### config.mk
export PLATFORM = sky130hd
export DESIGN_NAME = alu_pipe
export DESIGN_NICKNAME = d
export VERILOG_FILES = /design/src/rtl/alu_pkg.sv /design/src/rtl/alu_exec.sv /design/src/rtl/alu_pipe.sv
export SDC_FILE = /design/constraint.sdc
export NUM_CORES = 1
export LEC_CHECK = 0
export BUFFER_PORTS_ARGS = -buffer_cell sky130_fd_sc_hd__buf_2
export CORE_ASPECT_RATIO = 0.7
export CORE_MARGIN = 1.5
export CORE_UTILIZATION = 40
export CTS_CLUSTER_SIZE = 25
export DETAILED_ROUTE_END_ITERATION = 10
export PLACE_DENSITY = 0.68
export SETUP_SLACK_MARGIN = 0.5
export SLEW_MARGIN = 20
export SYNTH_ARGS = -nofsm -noshare
export SYNTH_HDL_FRONTEND = slang
export SYNTH_SLANG_ARGS = --single-unit
### constraint.sdc
create_clock -name soc_clk -period 4.5 [get_ports soc_clk]
set_clock_uncertainty 0.1 [all_clocks]
set_input_delay 0.675 -clock soc_clk [delete_from_list [all_inputs] [get_ports soc_clk]]
set_output_delay 0.675 -clock soc_clk [all_outputs]
set_load 0.05 [all_outputs]
### src/rtl/alu_pkg.sv
// alu_pkg: shared opcode encoding, flag bundle and opcode bound for the pipelined ALU.
`default_nettype none

package alu_pkg;

  typedef enum logic [4:0] {
    OP_BEQ  = 5'd0,
    OP_BNE  = 5'd1,
    OP_BLT  = 5'd2,
    OP_BGE  = 5'd3,
    OP_BLTU = 5'd4,
    OP_BGEU = 5'd5,
    OP_ADD  = 5'd6,
    OP_SUB  = 5'd7,
    OP_SLL  = 5'd8,
    OP_SLT  = 5'd9,
    OP_SLTU = 5'd10,
    OP_XOR  = 5'd11,
    OP_SRL  = 5'd12,
    OP_SRA  = 5'd13,
    OP_OR   = 5'd14,
    OP_AND  = 5'd15
  } alu_op_e;

  typedef struct packed {
    logic overflow;
    logic zero;
    logic con_met;
    logic err;
  } alu_flags_t;

  localparam logic [4:0] ALU_OP_LAST = 5'd15;

endpackage

`default_nettype wire

### src/rtl/alu_exec.sv
// alu_exec: combinational ALU core mapping (opcode, A, B) to a result and its flags.
`default_nettype none

module alu_exec
  import alu_pkg::*;
#(
  parameter int XLEN = 32
) (
  input  logic [4:0]      op,
  input  logic [XLEN-1:0] a,
  input  logic [XLEN-1:0] b,
  output logic [XLEN-1:0] result,
  output alu_flags_t      flags
);

  localparam int SHW = $clog2(XLEN);

  logic [XLEN-1:0] sum;
  logic [XLEN-1:0] diff;
  logic [SHW-1:0]  shamt;
  logic            lt_s;
  logic            lt_u;

  assign sum   = a + b;
  assign diff  = a - b;
  assign shamt = b[SHW-1:0];
  assign lt_s  = $signed(a) < $signed(b);
  assign lt_u  = a < b;

  always_comb begin
    result = '0;
    flags  = '0;
    case (op)
      OP_BEQ:  flags.con_met = (a == b);
      OP_BNE:  flags.con_met = (a != b);
      OP_BLT:  flags.con_met = lt_s;
      OP_BGE:  flags.con_met = !lt_s;
      OP_BLTU: flags.con_met = lt_u;
      OP_BGEU: flags.con_met = !lt_u;
      OP_ADD: begin
        result         = sum;
        // Same-signed operands whose sum flips sign.
        flags.overflow = (a[XLEN-1] == b[XLEN-1]) && (sum[XLEN-1] != a[XLEN-1]);
        flags.zero     = (sum == '0);
      end
      OP_SUB: begin
        result         = diff;
        flags.overflow = (a[XLEN-1] != b[XLEN-1]) && (diff[XLEN-1] != a[XLEN-1]);
        flags.zero     = (diff == '0);
      end
      OP_SLL:  result = a << shamt;
      OP_SLT: begin
        result        = {{(XLEN-1){1'b0}}, lt_s};
        flags.con_met = lt_s;
      end
      OP_SLTU: begin
        result        = {{(XLEN-1){1'b0}}, lt_u};
        flags.con_met = lt_u;
      end
      OP_XOR:  result = a ^ b;
      OP_SRL:  result = a >> shamt;
      OP_SRA:  result = XLEN'($signed(a) >>> shamt);
      OP_OR:   result = a | b;
      OP_AND:  result = a & b;
      default: flags.err = 1'b1;
    endcase
  end

endmodule

`default_nettype wire

### src/rtl/alu_pipe.sv
// alu_pipe: valid/ready pipelined ALU with fixed latency, whole-pipe stall and tag pass-through.
`default_nettype none

module alu_pipe
  import alu_pkg::*;
#(
  parameter int XLEN    = 32,
  parameter int LATENCY = 3,
  parameter int TAG_W   = 4
) (
  input  logic                           soc_clk,
  input  logic                           reset,
  input  logic                           in_valid,
  output logic                           in_ready,
  input  logic [4:0]                     Instruction_to_ALU,
  input  logic [XLEN-1:0]                ALU_dat1,
  input  logic [XLEN-1:0]                ALU_dat2,
  input  logic [TAG_W-1:0]               in_tag,
  output logic                           out_valid,
  input  logic                           out_ready,
  output logic [XLEN-1:0]                ALU_out,
  output logic [TAG_W-1:0]               out_tag,
  output logic                           ALU_overflow,
  output logic                           ALU_zero,
  output logic                           ALU_con_met,
  output logic                           ALU_err,
  output logic [$clog2(LATENCY+1)-1:0]   occupancy
);

  localparam int OCC_W = $clog2(LATENCY+1);

  logic [LATENCY-1:0] vld;
  logic [XLEN-1:0]    res_q [LATENCY];
  logic [TAG_W-1:0]   tag_q [LATENCY];
  alu_flags_t         flg_q [LATENCY];

  logic [XLEN-1:0]    exec_res;
  alu_flags_t         exec_flags;
  logic               stall;
  logic               accept;
  logic               retire;

  alu_exec #(.XLEN(XLEN)) u_exec (
    .op     (Instruction_to_ALU),
    .a      (ALU_dat1),
    .b      (ALU_dat2),
    .result (exec_res),
    .flags  (exec_flags)
  );

  assign out_valid = vld[LATENCY-1];
  assign stall     = out_valid && !out_ready;
  assign in_ready  = !stall && !reset;
  // Reset is handled by the flops themselves, so the data path only needs the stall term.
  assign accept    = in_valid && !stall;
  assign retire    = out_valid && out_ready;

  assign ALU_out      = res_q[LATENCY-1];
  assign out_tag      = tag_q[LATENCY-1];
  assign ALU_overflow = flg_q[LATENCY-1].overflow;
  assign ALU_zero     = flg_q[LATENCY-1].zero;
  assign ALU_con_met  = flg_q[LATENCY-1].con_met;
  assign ALU_err      = flg_q[LATENCY-1].err;

  // Payload registers load only behind a valid bit, so bubbles leave stale data untouched.
  always_ff @(posedge soc_clk or posedge reset) begin
    if (reset) begin
      for (int i = 0; i < LATENCY; i++) begin
        vld[i]   <= 1'b0;
        res_q[i] <= '0;
        tag_q[i] <= '0;
        flg_q[i] <= '0;
      end
      occupancy <= '0;
    end else begin
      if (!stall) begin
        vld[0] <= accept;
        if (accept) begin
          res_q[0] <= exec_res;
          tag_q[0] <= in_tag;
          flg_q[0] <= exec_flags;
        end
        for (int i = 1; i < LATENCY; i++) begin
          vld[i] <= vld[i-1];
          if (vld[i-1]) begin
            res_q[i] <= res_q[i-1];
            tag_q[i] <= tag_q[i-1];
            flg_q[i] <= flg_q[i-1];
          end
        end
      end
      if (accept && !retire) begin
        occupancy <= occupancy + OCC_W'(1);
      end else if (retire && !accept) begin
        occupancy <= occupancy - OCC_W'(1);
      end
    end
  end

endmodule

`default_nettype wire

==> results of run 1 <==
cells in the mapped netlist, types with 24 or more instances:
| master | n | area [um2] |
|---|---|---|
| nor3_1 | 46 | 230 |
| a221oi_1 | 28 | 245 |
| a21o_1 | 24 | 180 |
| ha_1 | 98 | 1230 |
| a21oi_1 | 126 | 631 |
| mux2_2 | 88 | 991 |
| clkbuf_1 | 89 | 334 |
| dfrtp_1 | 125 | 3130 |
| o21ai_0 | 130 | 651 |
| nor2_1 | 153 | 574 |
| xnor2_1 | 50 | 438 |
| mux4_2 | 57 | 1280 |
| mux2i_1 | 27 | 270 |
| buf_4 | 37 | 278 |
| inv_1 | 97 | 364 |
| nand2_1 | 126 | 473 |
flip-flops by register name, indices dropped and copies added (netlist names):
register and cells:
ALU_out 32, vld 3, ALU_zero 1, ALU_con_met 1
ALU_err 1, tag_q 8, res_q 64, occupancy 2
out_tag 4, flg_q 8, ALU_overflow 1
power by group through the flow:
stage	combinational (mW)	clock [mW]	sequential (mW)
2_1_floorplan	1.92	0	1.61
3_3_place_gp	2.61	0	1.55
3_5_place_dp	2.62	0	1.56
4_1_cts	2.63	1.22	1.54
5_1_grt	2.86	1.28	1.58
6_report	2.69	1.20	1.54
path summary, 6_finish.rpt:
check	startpoint	slack, ps	depth (start not counted)	endpoint
min in group soc_clk	occupancy[1]$_DFFE_PP0P_	370	1	occupancy[1]$_DFFE_PP0P_
hold / removal	reset	80	2	occupancy[0]$_DFFE_PP0P_
max in group asynchronous	reset	3340	3	ALU_out[22]$_DFFE_PP0P_
setup reg to reg	vld[2]$_DFFE_PP0N_	1200	12	flg_q[10]$_DFFE_PP0P_
hold reg to reg	occupancy[1]$_DFFE_PP0P_	370	1	occupancy[1]$_DFFE_PP0P_
setup / recovery	ALU_dat1[13]	620	14	flg_q[10]$_DFFE_PP0P_
cell families (layout without fill, tap and decap cells):
kind of cell               count (synthesis)  count (layout)  share of synthesized area
AOI/OAI and AO/OA                        518             518                      0.241
DFF                                      125             125                      0.223
muxes                                    172             172                      0.181
adders and majority gates                 99              99                     0.0887
buffers and inverters                    256             381                     0.0796
and+or+nand+nor                          459             459                      0.151
xor gates and xnor gates                  56              56                     0.0349
critical path, delay by kind of cell:
family / cells / cell delay, ps
adder cells (fa/ha/maj): 1 / 400
buffers and inverters: 2 / 170
AO/OA/AOI/OAI: 4 / 800
AND/OR/NAND/NOR: 7 / 2070
metrics by stage:
stage,cells,hold WS (ps)
6_report,2282,81.6
3_3_place_gp,2252,355
2_1_floorplan,1685,346
3_5_place_dp,2252,368
5_1_grt,2282,78.0
4_1_cts,2281,68.3
layout make-up:
type | instances | area (um2) | share of cell area
clock inverters | 8 | 46.3 | 0.00286
clock buffers | 21 | 460 | 0.0284
repair buffers | 251 | 1640 | 0.101
multi-input cells | 1304 | 9950 | 0.614
flip-flops and latches | 125 | 3130 | 0.193
inverters | 101 | 384 | 0.0237
well taps | 472 | 591 | 0.0365
layer usage:
metal / vias up / wire [um] / part of all wire / global-route usage
li1: 6409 / - / - / -
met3: 87 / 6280 / 0.11 / 0.0719
met4: 2 / 1200 / 0.021 / 0.0671
met5: - / 12 / 0.00021 / 0
met1: 7085 / 26100 / 0.45 / 0.483
met2: 816 / 24300 / 0.42 / 0.469
timing repair:
| item | 4_1_cts | 5_1_grt |
|---|---|---|
| pin swaps | 0 | 4 |
| gates resized for setup | 2 | 19 |
| setup buffers | 0 | 1 |
| hold buffers | 0 | 0 |
| endpoints found under the setup margin | 1 | 4 |
| gates cloned | 0 | 0 |
==> out/results.txt, run 1 <==
The flow ran to the end, and the final reports show no timing, DRC or antenna violations. In this design, the stage delay of the slowest critical-path cell is 570 ps. The total power of the final layout came out at 5.43 mW. The final non-filler cell area is 16200 um2. Number of global-route vias before repair: 13959.

The number of register bits inferred by synthesis is 125, and the number of nets in the final layout is 1976. The first global-routing pass estimated 88.3 mm of wire. The area added between synthesis and finish is 15.3%. Detailed placement ended at an HPWL of 45.3 mm. The tools report the final RePlAce weighted congestion as 1.02. Summed over all cells, the static leakage comes to 7.24 nW.

At the pin with the least slew margin, the transition time is 1070 ps. For the initial antenna violation count, the log shows 3. Summing over every cut layer, the via total after detailed routing is 14399. The max-slew violation count came out at 0. The tools report the area enclosed by the die boundary as 36300 um2. The tightest min-delay check is of the input pin to async pin type.

The final cell utilization of the core was 0.467; the cell row count was 57. Once detail routing completed, the nets flagged for antenna violations numbered 0. Counting stages on the worst path, the most repeated cell is nor3_1.

Setup repair after global routing left no endpoint under its margin. Total inserted antenna cells: 0. For the peak supply drop, the log shows 0.285 mV.

In this run the worst path has a maximum fanout of 5. The buffer type at the clock tree root is clkbuf_16. The number of nets in the synthesized netlist is 1861. The logs give 4750 ps for the required time reported for the critical path endpoint and 4130 ps for the arrival time at the worst endpoint.

The final critical delay including setup and external delays came out at 3880 ps. Traced cell by cell, the critical path runs through buf_2 > inv_1 > ha_1 > or4_1 > or2_0 > nor3_1 > o21ai_2 > a21oi_2 > nor3_1 > or3b_1 > nor4b_2 > nand3_1 > o31ai_1 > a31o_1. The number of enable flip-flop cells after synthesis was 0; the maximum number of pins on one net before global-route repair was 121. The share of post-route cells with drive strength above 1 is 0.260, and the maximum buffer depth of the clock tree is 2.

Measured along the y axis, the die boundary spans 160 um. Cell area after synthesis: 14000 um2. The proportion of register bits with asynchronous set or reset after synthesis was 1.00.

The power density of the placed cells was 335 nW/um2. The total count of hold-check failures in the final report was 0. The average wire per cell in the routed design is 25.4 um. In this run, the number of DRC markers left after iteration 0 of detailed routing was 2104.

The number of inserted filler cells in the final layout came out at 3448. The slowest stage of the critical path is the or4_1 cell. The clock network fraction of design power was 0.221. The run gives 0.405 as the starting density of the core. Setup violations remaining at the end of the flow were counted as 0. The tools report the overall global routing resource usage as 0.322. The final layout contains routed wiring with a total length of 58.0 mm.

The run gives 0.258 GHz as the upper clock frequency limit. The critical path endpoint category was a register. The sequential area share after synthesis is 0.223. The logs give 0.495 for the combinational power share and 0.265 for the relative slew slack. In the layout the commonest cells are nor2_1 (152), buf_4 (129), o21ai_0 (128).

For this design the top-level I/O count stands at 121. The port buffer count was 120; the count of H-tree levels built during CTS was 4. The library cell used most frequently in the layout, excluding fill and tap cells, is nor2_1. After detailed placement, the total cell area comes to 15600 um2. After clock tree synthesis, the clock-pin slew on the worst setup and hold paths is 60 ps. After floorplanning, the core was sized to cover 34700 um2. The netlist uses 76 different library cells. The yosys synthesis warning count came out at 0. TritonCTS built the clock tree.

The tools report the part of the total power dissipated in sequential elements as 0.284. Summed over all failing endpoints, the final setup total negative slack is 0 ps. The tool flagged a number of max-cap violations equal to 0. After detailed routing, the number of vias per cell comes to 6.31.

The final critical-path share of the clock period was 0.862. The run gives 17 as the number of clock buffers inserted by TritonCTS. A synthesized cell averages 8.34 um2. The worst slack after detailed placement came out at -71.0 ps. The worst path meets setup with 620 ps of slack.

The DRC violation count after routing came out at 0. Among all flip-flop cells after synthesis, the most frequent one is dfrtp_1. Counting every sink on the clock net gives 125. Fraction of power spent switching nets: 0.434. Cell internal power was estimated by the tool at 3.07 mW. Synthesis produced a netlist whose cell count is 1685. Measured along the x axis, the die boundary spans 227 um. Summed over all layers, the global routing overflow is 0. The run gives 5 as the first-pass detailed-route iteration total. The clock reaches the later pin of the worst-skew pair after 410 ps. The type of element launching the critical path was an input pin. The setup path with the least slack is of type input pin to register. In this run the power spent charging and discharging nets is 2.35 mW.
Power figures use the tool's default switching activity.
==> inputs of run 2 (changes only) <==
- CORE_UTILIZATION: 40 -> 30
- PLACE_DENSITY: 0.68 -> 0.57
==> out/results.txt, run 2 (synthesis gave the netlist of run 1 again) <==
The tools report the buffer type at the clock tree root as clkbuf_16 (unchanged). The run gives 16 (was 0) as the DRC violation count after routing. The upper clock frequency limit was 0.251 GHz (was 0.258 GHz); the number of inserted filler cells in the final layout was 4848 (was 3448).

The HPWL after detailed placement was 47.7 mm (was 45.3 mm); the relative slew slack was 0.297 (was 0.265). Power density of the placed cells: 344 nW/um2 (was 335 nW/um2). Number of nets in the final layout: 2006 (was 1976). The run gives 0 (unchanged) as the max-slew violation count. The run gives 17 (unchanged) as the number of clock buffers inserted by TritonCTS. Type of element launching the critical path: an input pin (unchanged). The area inside the core boundary came out at 46300 um2 (was 34700 um2).

Beginning of the critical path: ALU_dat2[3] (was ALU_dat1[13]). The logs give 1758 (was 2104) for the number of design-rule violations left by the first detailed-router iteration and 4 (unchanged) for the count of H-tree levels built during CTS. The run gives 430 ps (was 410 ps) as the clock latency reported for the late side of the worst-skew pair. The total congestion overflow was 0 (unchanged). The register ranked first by flip-flop count was res_q (unchanged).

The share of post-route cells with drive strength above 1 works out to 0.272 (was 0.260). The critical path endpoint category is a register (unchanged). Cell row count: 66 (was 57). The type of the worst min-delay path was input pin to async pin (unchanged).

Leading cell types in the layout, fill and taps excluded: buf_4 (161), nor2_1 (152), o21ai_0 (128) (was nor2_1 (152), buf_4 (129), o21ai_0 (128)). Commonest non-fill, non-tap cell in the layout: buf_4 (was nor2_1). The setup slack of the critical path after layout is 511 ps (was 620 ps). The largest fanout on the critical path is 5 (unchanged). The remaining number of nets flagged by the antenna check after routing came out at 0 (unchanged). The category of the critical setup timing path is input pin to register (unchanged). The final cell utilization of the core was 0.360 (was 0.467).

TritonCTS built the clock tree. The first-pass detailed-route iteration total is 8 (was 5). The initial antenna violation count was 0 (was 3).

For the number of sinks driven by the clock tree, the log shows 125 (unchanged). The run gives 13547 (was 13959) as the number of global-route vias before repair. Area occupied by multi-input gates: 9930 um2 (was 9950 um2).

The area enclosed by the die boundary was 48200 um2 (was 36300 um2); the total count of hold-check failures in the final report was 0 (unchanged). The final-report setup violation count came out at 0 (unchanged). The max capacitance violation total is 0 (unchanged). The overall global routing resource usage was 0.247 (was 0.322); the maximum buffer depth of the clock tree was 2 (unchanged).

Setup repair after global routing could not meet its margin everywhere. The logs give 97 (was 121) for the maximum number of pins on one net before global-route repair and 1.00 (was 1.02) for the final RePlAce weighted congestion. Final critical delay including setup and external delays: 3990 ps (was 3880 ps).

The logs give 59.6 mm (was 58.0 mm) for the wire length reported by the detailed router and 121 (unchanged) for the I/O pin count. The port buffer count was 120 (unchanged); the area added between synthesis and finish was 18.7% (was 15.3%). The flow ran to the end, but the final reports show violations. The slew of the pin with the lowest slew margin is 1030 ps (was 1070 ps). The peak supply drop is 0.255 mV (was 0.285 mV). The checks that failed: design-rule violations. The tools report the start of the worst register-to-register path as vld[2]$_DFFE_PP0N_ (unchanged). The arrival time at the worst endpoint was 4260 ps (was 4130 ps).

The first-pass GRT wire length was 88.2 mm (was 88.3 mm); the via density per instance was 5.85 (was 6.31). Number of vias after detailed routing: 14374 (was 14399). The worst slack after detailed placement is -103 ps (was -71.0 ps), and the vertical extent of the die is 184 um (was 160 um).

The starting density of the core was 0.303 (was 0.405); the die span in x was 262 um (was 227 um). The average wire per cell in the routed design was 24.3 um (was 25.4 um). The CTS clock-pin slew for the worst setup and hold paths was 60 ps (about the same); the required time reported for the critical path endpoint was 4770 ps (was 4750 ps). The register area is 3130 um2 (unchanged). The tools report the total leakage power as 7.42 nW (was 7.24 nW). The final critical-path share of the clock period was 0.887 (was 0.862); the number of flip-flops in the largest register was 64 (unchanged).
## run 2: critical path, stage by stage
cell,delay (ps)
buf_2,120
inv_2,50
ha_1,340
and3_1,210
buf_4,140
a221o_2,420
a21oi_4,270
o21ai_0,150
xor2_1,180
a21o_1,180
nor4_2,380
nand4_1,250
or4_1,510
nor4_2,240
a31o_1,160
## run 2: worst paths after layout
path                            depth (start not counted)  slack, ps                    end
worst max-delay path                                   15        510  flg_q[10]$_DFFE_PP0P_
worst min-delay path                                    2        250  res_q[38]$_DFFE_PP0P_
worst max register to register                         12       1000  flg_q[10]$_DFFE_PP0P_
worst min register to register                          2        370  res_q[75]$_DFFE_PP0P_
max in group asynchronous                               3       3110  res_q[57]$_DFFE_PP0P_
min in group soc_clk                                    2        370  res_q[75]$_DFFE_PP0P_
## run 2: power by group
part	internal (mW)	switching, mW
sequential	1.40	0.148
clock	0.940	0.520
combinational	0.977	1.76
## run 2: cell type report
type	instances	area share
diodes	1	0.000150
clock buffers	18	0.0263
clock inverters	13	0.0113
inverters	101	0.0230
multi-input cells	1304	0.596
flip-flops and latches	125	0.188
well taps	612	0.0459
repair buffers	281	0.110
## run 2: timing repair
item,in CTS,in global routing
buffers inserted,0,2
pin swaps,0,3
gates resized for setup,3,13
setup endpoints to repair,1,5
hold buffers,0,0
## run 2: per-stage QoR
| step | cell area [um2] | instances | power [mW] | setup TNS (ps) | hold WS, ps |
|---|---|---|---|---|---|
| 2_1_floorplan | 14100 | 1685 | 3.52 | 0 | 346 |
| 3_3_place_gp | 16000 | 2421 | 4.24 | -23.5 | 363 |
| 3_5_place_dp | 16000 | 2421 | 4.26 | -103 | 370 |
| 4_1_cts | 16600 | 2452 | 5.75 | 0 | 252 |
| 5_1_grt | 16700 | 2454 | 6.06 | 0 | 291 |
| 6_report | 16700 | 2455 | 5.74 | 0 | 247 |
## run 2: per-layer routing
layer	up-vias	GRT usage	routed length (um)
met5	-	0	0
met4	0	0.0556	1220
met3	80	0.0733	6460
met2	735	0.361	25200
met1	7070	0.355	26700
li1	6489	-	-
==> inputs of run 3 (changes only) <==
- RECOVER_POWER: not set -> 100
==> out/results.txt, run 3 (synthesis gave the netlist of run 1 again) <==
The destination of the worst register-to-register timing path was flg_q[10]$_DFFE_PP0P_ (unchanged). The arrival time at the worst endpoint was 4540 ps (was 4260 ps); the remaining number of nets flagged by the antenna check after routing was 0 (unchanged). TritonCTS built the clock tree.

For the upper clock frequency limit, the log shows 0.234 GHz (was 0.251 GHz). Library cell appearing most often on the critical path: nor4_2 (unchanged). The vertical extent of the die was 184 um (unchanged); the final critical delay including setup and external delays was 4270 ps (was 3990 ps). The flow ran to the end, but the final reports show violations.

Cell breakdown of the critical path: buf_2 > inv_2 > ha_1 > and3_1 > buf_4 > a221o_2 > a21oi_1 > o21ai_0 > xor2_1 > a21o_1 > nor4_2 > nand4_1 > or4_1 > nor4_2 > a31o_1 (was buf_2 > inv_2 > ha_1 > and3_1 > buf_4 > a221o_2 > a21oi_4 > o21ai_0 > xor2_1 > a21o_1 > nor4_2 > nand4_1 > or4_1 > nor4_2 > a31o_1). The HPWL after detailed placement was 47.7 mm (unchanged); the largest stage delay on the critical path was 510 ps (about the same). The buffer type at the clock tree root was clkbuf_16 (unchanged).

The tools report the I/O pin count as 121 (unchanged). Leading cell types in the layout, fill and taps excluded: nor2_1 (152), buf_4 (146), o21ai_0 (129) (was buf_4 (161), nor2_1 (152), o21ai_0 (128)). The logs give 0.255 mV (about the same) for the peak supply drop and 0 (unchanged) for the total of hold buffers inserted after clock tree synthesis.

The required time reported for the critical path endpoint was 4770 ps (about the same); the number of flip-flops in the largest register was 64 (unchanged). The tools report the number of nets in the final layout as 2006 (unchanged). Violations in the final reports: design-rule violations, max-capacitance violations, max-slew violations (was design-rule violations).

Number of clock buffers inserted by TritonCTS: 17 (unchanged). The critical path endpoint category was a register (unchanged). The max-slew violation count is 122 (was 0). The type of element launching the critical path was an input pin (unchanged).

The register ranked first by flip-flop count was res_q (unchanged). The starting density of the core was 0.303 (unchanged); the register-to-register setup slack was 930 ps (was 1000 ps). Setup repair after global routing could not meet its margin everywhere.

The hold-critical path endpoint was res_q[88]$_DFFE_PP0P_. The power density of the placed cells is 344 nW/um2 (about the same). For the number of vias after detailed routing, the log shows 14349 (was 14374). The via density per instance is 5.84 (was 5.85), and the max capacitance violation total is 3 (was 0). The logs give 97 (unchanged) for the maximum number of pins on one net before global-route repair and 46300 um2 (unchanged) for the area inside the core boundary.

The relative slew slack is -0.312 (was 0.297), and the worst reg2reg path depth is 12 (unchanged). The largest fanout on the critical path was 5 (unchanged); the final RePlAce weighted congestion was 1.00 (unchanged). The number of sinks driven by the clock tree was 125 (unchanged). The area enclosed by the die boundary came out at 48200 um2 (unchanged).

In this run the most critical hold path is launched from res_q[88]$_DFFE_PP0P_. The category of the critical setup timing path is input pin to register (unchanged). The total congestion overflow came out at 0 (unchanged). The tools report the wire length reported by the detailed router as 59.5 mm (was 59.6 mm). Slowest library cell on the worst path: a21oi_1 (was or4_1). The final critical-path share of the clock period works out to 0.949 (was 0.887). The port buffer count is 120 (unchanged), and the number of design-rule violations left by the first detailed-router iteration is 1837 (was 1758).

The type of the worst min-delay path is register to register (was input pin to async pin). The slew of the pin with the lowest slew margin came out at 1960 ps (was 1030 ps). The die span in x is 262 um (unchanged), and the number of global-route vias before repair is 13547 (unchanged). The worst slack after detailed placement was -103 ps (unchanged); the count of H-tree levels built during CTS was 4 (unchanged).

The average wire per cell in the routed design was 24.2 um (was 24.3 um). The logs give 9 (was 8) for the first-pass detailed-route iteration total and 66 (unchanged) for the cell row count. The tools report the start of the worst register-to-register path as vld[2]$_DFFE_PP0N_ (unchanged). Overall global routing resource usage: 0.247 (unchanged). The commonest non-fill, non-tap cell in the layout was nor2_1 (was buf_4). The logs give 0.357 (was 0.360) for the final cell utilization of the core and 7.19 nW (was 7.42 nW) for the total leakage power. The area added between synthesis and finish works out to 17.8% (was 18.7%). The share of post-route cells with drive strength above 1 works out to 0.238 (was 0.272).

Smallest hold slack: 374 ps (was 247 ps). The maximum buffer depth of the clock tree came out at 2 (unchanged). The initial antenna violation count is 1 (was 0), and the DRC violation count after routing is 8 (was 16).

The CTS clock-pin slew for the worst setup and hold paths is 60 ps (about the same), and the total count of hold-check failures in the final report is 0 (unchanged). The worst hold path was traced through 2 stages. The run gives 430 ps (about the same) as the clock latency reported for the late side of the worst-skew pair.

The tools report the setup slack of the critical path after layout as 228 ps (was 511 ps). The first-pass GRT wire length was 88.2 mm (unchanged). The final-report setup violation count was 0 (unchanged).
run 3: changes by cell type in the layout (fill, tap and decap cells not counted), sizes merged:
| cell | before | now |
|---|---|---|
| buf | 281 | 220 |
| clkbuf | 18 | 79 |
run 3: cell type report:
cell class,instances,area [um2]
multi-input cells,1304,9910
clock inverters,13,189
inverters,101,382
flip-flops and latches,125,3130
diodes,1,2.50
clock buffers,18,439
well taps,612,766
repair buffers,281,1730
fillers,4887,29800
run 3: stage by stage:
stage	setup TNS [ps]	power, mW	instances	area (um2)
2_1_floorplan	0	3.52	1685	14100
3_3_place_gp	-23.5	4.24	2421	16000
3_5_place_dp	-103	4.26	2421	16000
4_1_cts	0	5.75	2452	16600
5_1_grt	0	6.02	2455	16500
6_report	0	5.69	2455	16500
run 3: critical path: cells and delay by family:
family / cells / cell delay (ps)
buffers and inverters: 3 / 310
and+or+nand+nor: 5 / 1550
AOI/OAI and AO/OA: 5 / 1480
xor gates and xnor gates: 1 / 190
adders and majority gates: 1 / 340
run 3: worst max path at each step:
| stage | start | endpoint | cells after the start |
|---|---|---|---|
| after global placement | ALU_dat1[18] | flg_q[10]$_DFFE_PP0P_ | 14 |
| final | ALU_dat2[3] | flg_q[10]$_DFFE_PP0P_ | 15 |
| after CTS | ALU_dat1[18] | flg_q[10]$_DFFE_PP0P_ | 14 |
| after floorplan | ALU_dat2[3] | flg_q[10]$_DFFE_PP0P_ | 17 |
| after detailed placement | ALU_dat2[10] | flg_q[10]$_DFFE_PP0P_ | 15 |
| after global routing | ALU_dat1[3] | flg_q[10]$_DFFE_PP0P_ | 15 |
run 3: per-layer routing:
layer  vias to the layer above  track usage  part of all wire
met5                         -            0                 0
met4                         0       0.0556             0.019
met3                        73       0.0733              0.11
met2                       767        0.361              0.42
met1                      7023        0.355              0.44
li1                       6486            -                 -
run 3: power by group:
group	internal (mW)	switching [mW]
registers	1.40	0.150
logic	0.937	1.75
clock network	0.939	0.518
run 3: repair_timing:
item                       4_1_cts  5_1_grt
gates resized for setup          3       13
pin swaps                        0        3
setup endpoints to repair        1        5
setup buffers                    0        2
